### src/rtl/car_lane_hazard.sv
// Single Frogger lane car: slow-tick mover with tile wrap, VGA tile flag and frog collision.
// Define CAR_REVERSE_EN to move the car leftward (subtract modulo lane width).
module car_lane_hazard #(
    parameter int c_CAR_SPEED  = 1,
    parameter int c_MAX_X      = 20,
    parameter int c_SLOW_COUNT = 10000000,
    parameter int c_INIT_X     = 0,
    parameter int c_INIT_Y     = 12
) (
    input  logic       i_Clk,
    input  logic       i_Rst_L,
    input  logic       i_Enable,
    input  logic [4:0] i_Col_Count_Div,
    input  logic [4:0] i_Row_Count_Div,
    input  logic [5:0] i_Frogger_X,
    input  logic [5:0] i_Frogger_Y,
    input  logic [5:0] i_Frogger_Orig_X,
    input  logic [5:0] i_Frogger_Orig_Y,
    output logic [5:0] o_Car_X,
    output logic [5:0] o_Car_Y,
    output logic       o_Step,
    output logic       o_Car_Pixel,
    output logic       o_Collided
);

    localparam int CW = $clog2(c_SLOW_COUNT);
    localparam logic [CW-1:0] CNT_LAST = CW'(c_SLOW_COUNT - 1);
    localparam logic [6:0] SPEED7 = 7'(c_CAR_SPEED);
    localparam logic [6:0] MAX7   = 7'(c_MAX_X);
    localparam logic [5:0] SPEED6 = 6'(c_CAR_SPEED);
    localparam logic [5:0] INIT_X = 6'(c_INIT_X);
    localparam logic [5:0] INIT_Y = 6'(c_INIT_Y);

    logic [CW-1:0] cnt_q, cnt_d;
    logic [5:0]    x_q, x_d;
    logic          step_q, step_d;
    logic          coll_q, coll_d;
    logic [5:0]    x_nxt;
    logic          hit;

`ifdef CAR_REVERSE_EN
    always_comb begin
        if ({1'b0, x_q} >= SPEED7) begin
            x_nxt = x_q - SPEED6;
        end else begin
            x_nxt = 6'(MAX7 - (SPEED7 - {1'b0, x_q}));
        end
    end
`else
    logic [6:0] sum;

    always_comb begin
        sum = {1'b0, x_q} + SPEED7;
        if (sum < MAX7) begin
            x_nxt = sum[5:0];
        end else begin
            x_nxt = 6'(sum - MAX7);
        end
    end
`endif

    // Spawn tile is always safe, even if the car sits on it.
    always_comb begin
        hit = (i_Frogger_X == x_q) && (i_Frogger_Y == INIT_Y) &&
              !((i_Frogger_X == i_Frogger_Orig_X) &&
                (i_Frogger_Y == i_Frogger_Orig_Y));
    end

    always_comb begin
        cnt_d  = cnt_q;
        x_d    = x_q;
        step_d = 1'b0;
        coll_d = hit;
        if (i_Enable) begin
            if (cnt_q == CNT_LAST) begin
                cnt_d  = '0;
                x_d    = x_nxt;
                step_d = 1'b1;
            end else begin
                cnt_d = cnt_q + CW'(1);
            end
        end
    end

    always_ff @(posedge i_Clk or negedge i_Rst_L) begin
        if (!i_Rst_L) begin
            cnt_q  <= '0;
            x_q    <= INIT_X;
            step_q <= 1'b0;
            coll_q <= 1'b0;
        end else begin
            cnt_q  <= cnt_d;
            x_q    <= x_d;
            step_q <= step_d;
            coll_q <= coll_d;
        end
    end

    assign o_Car_X     = x_q;
    assign o_Car_Y     = INIT_Y;
    assign o_Step      = step_q;
    assign o_Collided  = coll_q;
    assign o_Car_Pixel = ({1'b0, i_Col_Count_Div} == x_q) &&
                         ({1'b0, i_Row_Count_Div} == INIT_Y);

endmodule

### config.mk
export PLATFORM = sky130hd
export DESIGN_NAME = car_lane_hazard
export DESIGN_NICKNAME = d
export VERILOG_FILES = /design/src/rtl/car_lane_hazard.sv
export SDC_FILE = /design/constraint.sdc
export NUM_CORES = 1
export LEC_CHECK = 0
export BUFFER_PORTS_ARGS = -buffer_cell sky130_fd_sc_hd__buf_2
export CORE_ASPECT_RATIO = 1.1
export CORE_MARGIN = 2
export CORE_UTILIZATION = 45
export DETAILED_ROUTE_END_ITERATION = 8
export GPL_ROUTABILITY_DRIVEN = 0
export PLACE_DENSITY = 0.76
export SYNTH_ARGS = -nofsm -noshare
export SYNTH_HDL_FRONTEND = slang
export SYNTH_SLANG_ARGS = --single-unit
### constraint.sdc
create_clock -name i_Clk -period 1.82 [get_ports i_Clk]
set_input_delay 0.182 -clock i_Clk [delete_from_list [all_inputs] [get_ports i_Clk]]
set_output_delay 0.182 -clock i_Clk [all_outputs]
set_load 0.005 [all_outputs]
==> results.sh <==
export IMPL_clockPowerShare_pct=32.7
export IMPL_grt_antenna_before_repair=0
export IMPL_fin_skew_ns=0.00543
export IMPL_grtUsageTotal_pct=19.2
export IMPL_grt_overflow_total=0
export IMPL_n_fill_cell=447
export IMPL_fp_dieH_um=78.3
export IMPL_critPathSlowestCell="dfrtp_1"
export IMPL_ios=52
export IMPL_worstPathCellList="ha_1 -> nor3b_1 -> nand4_1 -> buf_4 -> or2_2 -> o21ai_0"
export IMPL_path_clk_slew_ns=0.06
export IMPL_synth_main_ff_cell="dfrtp_1"
export IMPL_sequentialPowerShare_pct=50.6
export IMPL_power_switching_mw=0.464
export IMPL_rsz0062_at_grt="false"
export IMPL_num_rows=27
export IMPL_core_sq_um=4930
export IMPL_via_count=1991
export IMPL_drc=0
export IMPL_synth_seq_cells=32
export IMPL_worst_pin_slew_ns=0.697
export IMPL_initial_utilization_pct=45.8
export IMPL_async_reset_ff_share_pct=100
export IMPL_ys_seq_area_share_pct=35.4
export IMPL_synth_cells=241
export IMPL_netlist_area_sq_um=2260
export IMPL_fmax_ghz=0.567
export IMPL_pwr_share_comb_pct=16.7
export IMPL_p_int_mw=1.21
export IMPL_dp_slack_ns=0.0519
export IMPL_powerDensity_nw_per_um2=619
export IMPL_wl_per_cell_um=14.3
export IMPL_min_path_type="in2reg"
export IMPL_finalHoldViolCount=0
export IMPL_peakVddDrop_mv=0.627
export IMPL_critical_path_max_stage_delay_ns=0.36
export IMPL_path_delay_family="simple AND/OR/NAND/NOR gates"
export IMPL_fin_ws_ns=0.0555
export IMPL_h_tree_depth=2
export IMPL_ys_top_cells_by_area="dfrtp_1 (35%), xor2_1 (10%), xnor2_1 (5.0%)"
export IMPL_clkSinkCount=32
export IMPL_layout_drive_gt1_share_pct=28.2
export IMPL_num_antenna_cells=0
export IMPL_vias_per_cell=5.59
export IMPL_grt_pass1_vias=1937
export IMPL_critPathBufInv=1
export IMPL_finalSetupTns_ns=0
export IMPL_ys_types=51
export IMPL_num_nets_final=336
export IMPL_slew_violations=0
export IMPL_cap_violations=0
export IMPL_first_iter_violations=72
export IMPL_drtAntennaViolNets=0
export IMPL_dieWidth_um=71.6
export IMPL_cts_tree="built"
export IMPL_firstDrtPassIters=4
export IMPL_swShare_pct=27.7
export IMPL_timing_slew_headroom_pct=53.5
export IMPL_setup_viol=0
export IMPL_port_buffers=45
export IMPL_clockRootBuffer="clkbuf_8"
export IMPL_finalWirelength_um=5090
export IMPL_end_kind="flip-flop"
export IMPL_cp_data_required_time_ns=2.02
export IMPL_grt_max_degree=33
export IMPL_die_area_sq_um=5600
export IMPL_synth_top_area_cell="dfrtp_1"
export IMPL_timing_final_crit_share_pct=97.0
export IMPL_dpl_hpwl_um=3800
export IMPL_cp_arrival_ns=1.96
export IMPL_crit_type="reg2reg"
export IMPL_outcome="finished, final reports clean"
export IMPL_yosysWarnings=0
export IMPL_synth_edf_count=0
export IMPL_period_needed_ns=1.76
export IMPL_crit_path_max_fanout=6
export IMPL_clk_path_buf_depth=2
export IMPL_grt_pass1_wl_um=8600
export IMPL_numCtsBuffers=5
export IMPL_yosysTopAreaCellShare_pct=35.4
export IMPL_cp_start_kind="flip-flop"
export IMPL_clk_latency_ns=0.28
export IMPL_syn_avg_cell_area_sq_um=9.38
export IMPL_power_leakage_nw=1.23
export IMPL_areaGrowthSynthToFinish_pct=19.8
[through the flow]
step	cells	utilization [%]	cell area (sq um)	total power [mW]	hold slack (ns)
floorplan	245	-	2270	1.01	-0.114
global placement	345	52.3	2580	1.12	0.273
detailed placement	345	52.3	2580	1.14	0.269
CTS	354	54.3	2680	1.70	0.213
global route	356	54.9	2710	1.78	0.231
finish	356	54.9	2710	1.68	0.225
[power groups by stage]
stage	clock [mW]	sequential (mW)	combinational (mW)
final	0.548	0.848	0.280
after global routing	0.609	0.852	0.318
after CTS	0.568	0.844	0.284
after detailed placement	0	0.853	0.284
after global placement	0	0.852	0.271
after floorplan	0	0.840	0.169
[worst register-to-register path: cells and delay by family, from the launching register on]
family | cells | cell delay, ns
buffers and inverters | 1 | 0.19
AND/OR/NAND/NOR | 3 | 0.74
adder cells (fa/ha/maj) | 1 | 0.20
flip-flops | 1 | 0.36
AO/OA/AOI/OAI | 1 | 0.18
[Yosys cell counts, drive strengths merged (4+ instances only)]
| library cell | number |
|---|---|
| nor2 | 12 |
| nor3 | 8 |
| o22ai | 4 |
| and4 | 6 |
| buf | 15 |
| clkbuf | 6 |
| o21ai | 9 |
| nand4 | 11 |
| inv | 6 |
| nand2 | 15 |
| nor4 | 7 |
| nand3 | 10 |
| xnor2 | 13 |
| or4 | 4 |
| and3 | 7 |
| dfrtp | 32 |
| xor2 | 28 |
| a21oi | 5 |
[timing repair]
item,in CTS,in global routing
gates resized for setup,0,7
hold buffers,1,0
endpoints found under the hold margin,32,0
setup endpoints to repair,0,5
setup buffers,0,2
[layout by cell type (no fill, tap or decap), drive strengths merged, types with 7 or more instances in the layout]
cell / n
buf: 65
nor2: 12
nor3: 8
xor2: 28
and3: 7
nand4: 11
o21ai: 9
nand3: 10
xnor2: 13
dfrtp: 32
nor4: 7
nand2: 15
clkbuf: 8
[layer usage]
metal  routed length [um]  vias to the layer above  track usage (%)
met3                  360                       12             5.13
met5                    0                        -                0
met1                 2200                      926             23.1
met4                  113                        0             7.36
li1                     -                      975                -
met2                 2420                       78             32.4
[flip-flops by register name (all words and copies together) (netlist names)]
register and count:
cnt_q 24, o_Car_X 6, o_Step 1, o_Collided 1
[final timing paths]
path,slack (ns),startpoint,cells after the start,endpoint
max,0.06,cnt_q[1]$_DFFE_PN0P_,6,o_Car_X[5]$_DFFE_PN0P_
min,0.23,i_Enable,3,cnt_q[1]$_DFFE_PN0P_
max reg2reg,0.06,cnt_q[1]$_DFFE_PN0P_,6,o_Car_X[5]$_DFFE_PN0P_
min reg2reg,0.52,cnt_q[21]$_DFFE_PN0P_,1,cnt_q[21]$_DFFE_PN0P_
max in group asynchronous,0.85,i_Rst_L,2,o_Car_X[4]$_DFFE_PN0P_
min in group asynchronous,0.48,i_Rst_L,2,cnt_q[23]$_DFFE_PN0P_
[cell type report]
type / count / area [sq um] / share of cell area, %
Tap cell: 58 / 72.6 / 2.68
Multi-Input combinational cell: 186 / 1330 / 49.3
Clock buffer: 8 / 90.1 / 3.33
Sequential cell: 32 / 803 / 29.7
Inverter: 6 / 22.5 / 0.832
Timing Repair Buffer: 66 / 385 / 14.2
[cell families after synthesis]
kind of cell,synth area share (%)
buffers and inverters,6.64
XOR/XNOR,16.2
adder cells (fa/ha/maj),1.11
multiplexers,1.88
AO/OA/AOI/OAI,11.3
other,0.332
AND/OR/NAND/NOR,27.1
flip-flops,35.4
No activity file was read; power rests on OpenSTA's default activity.
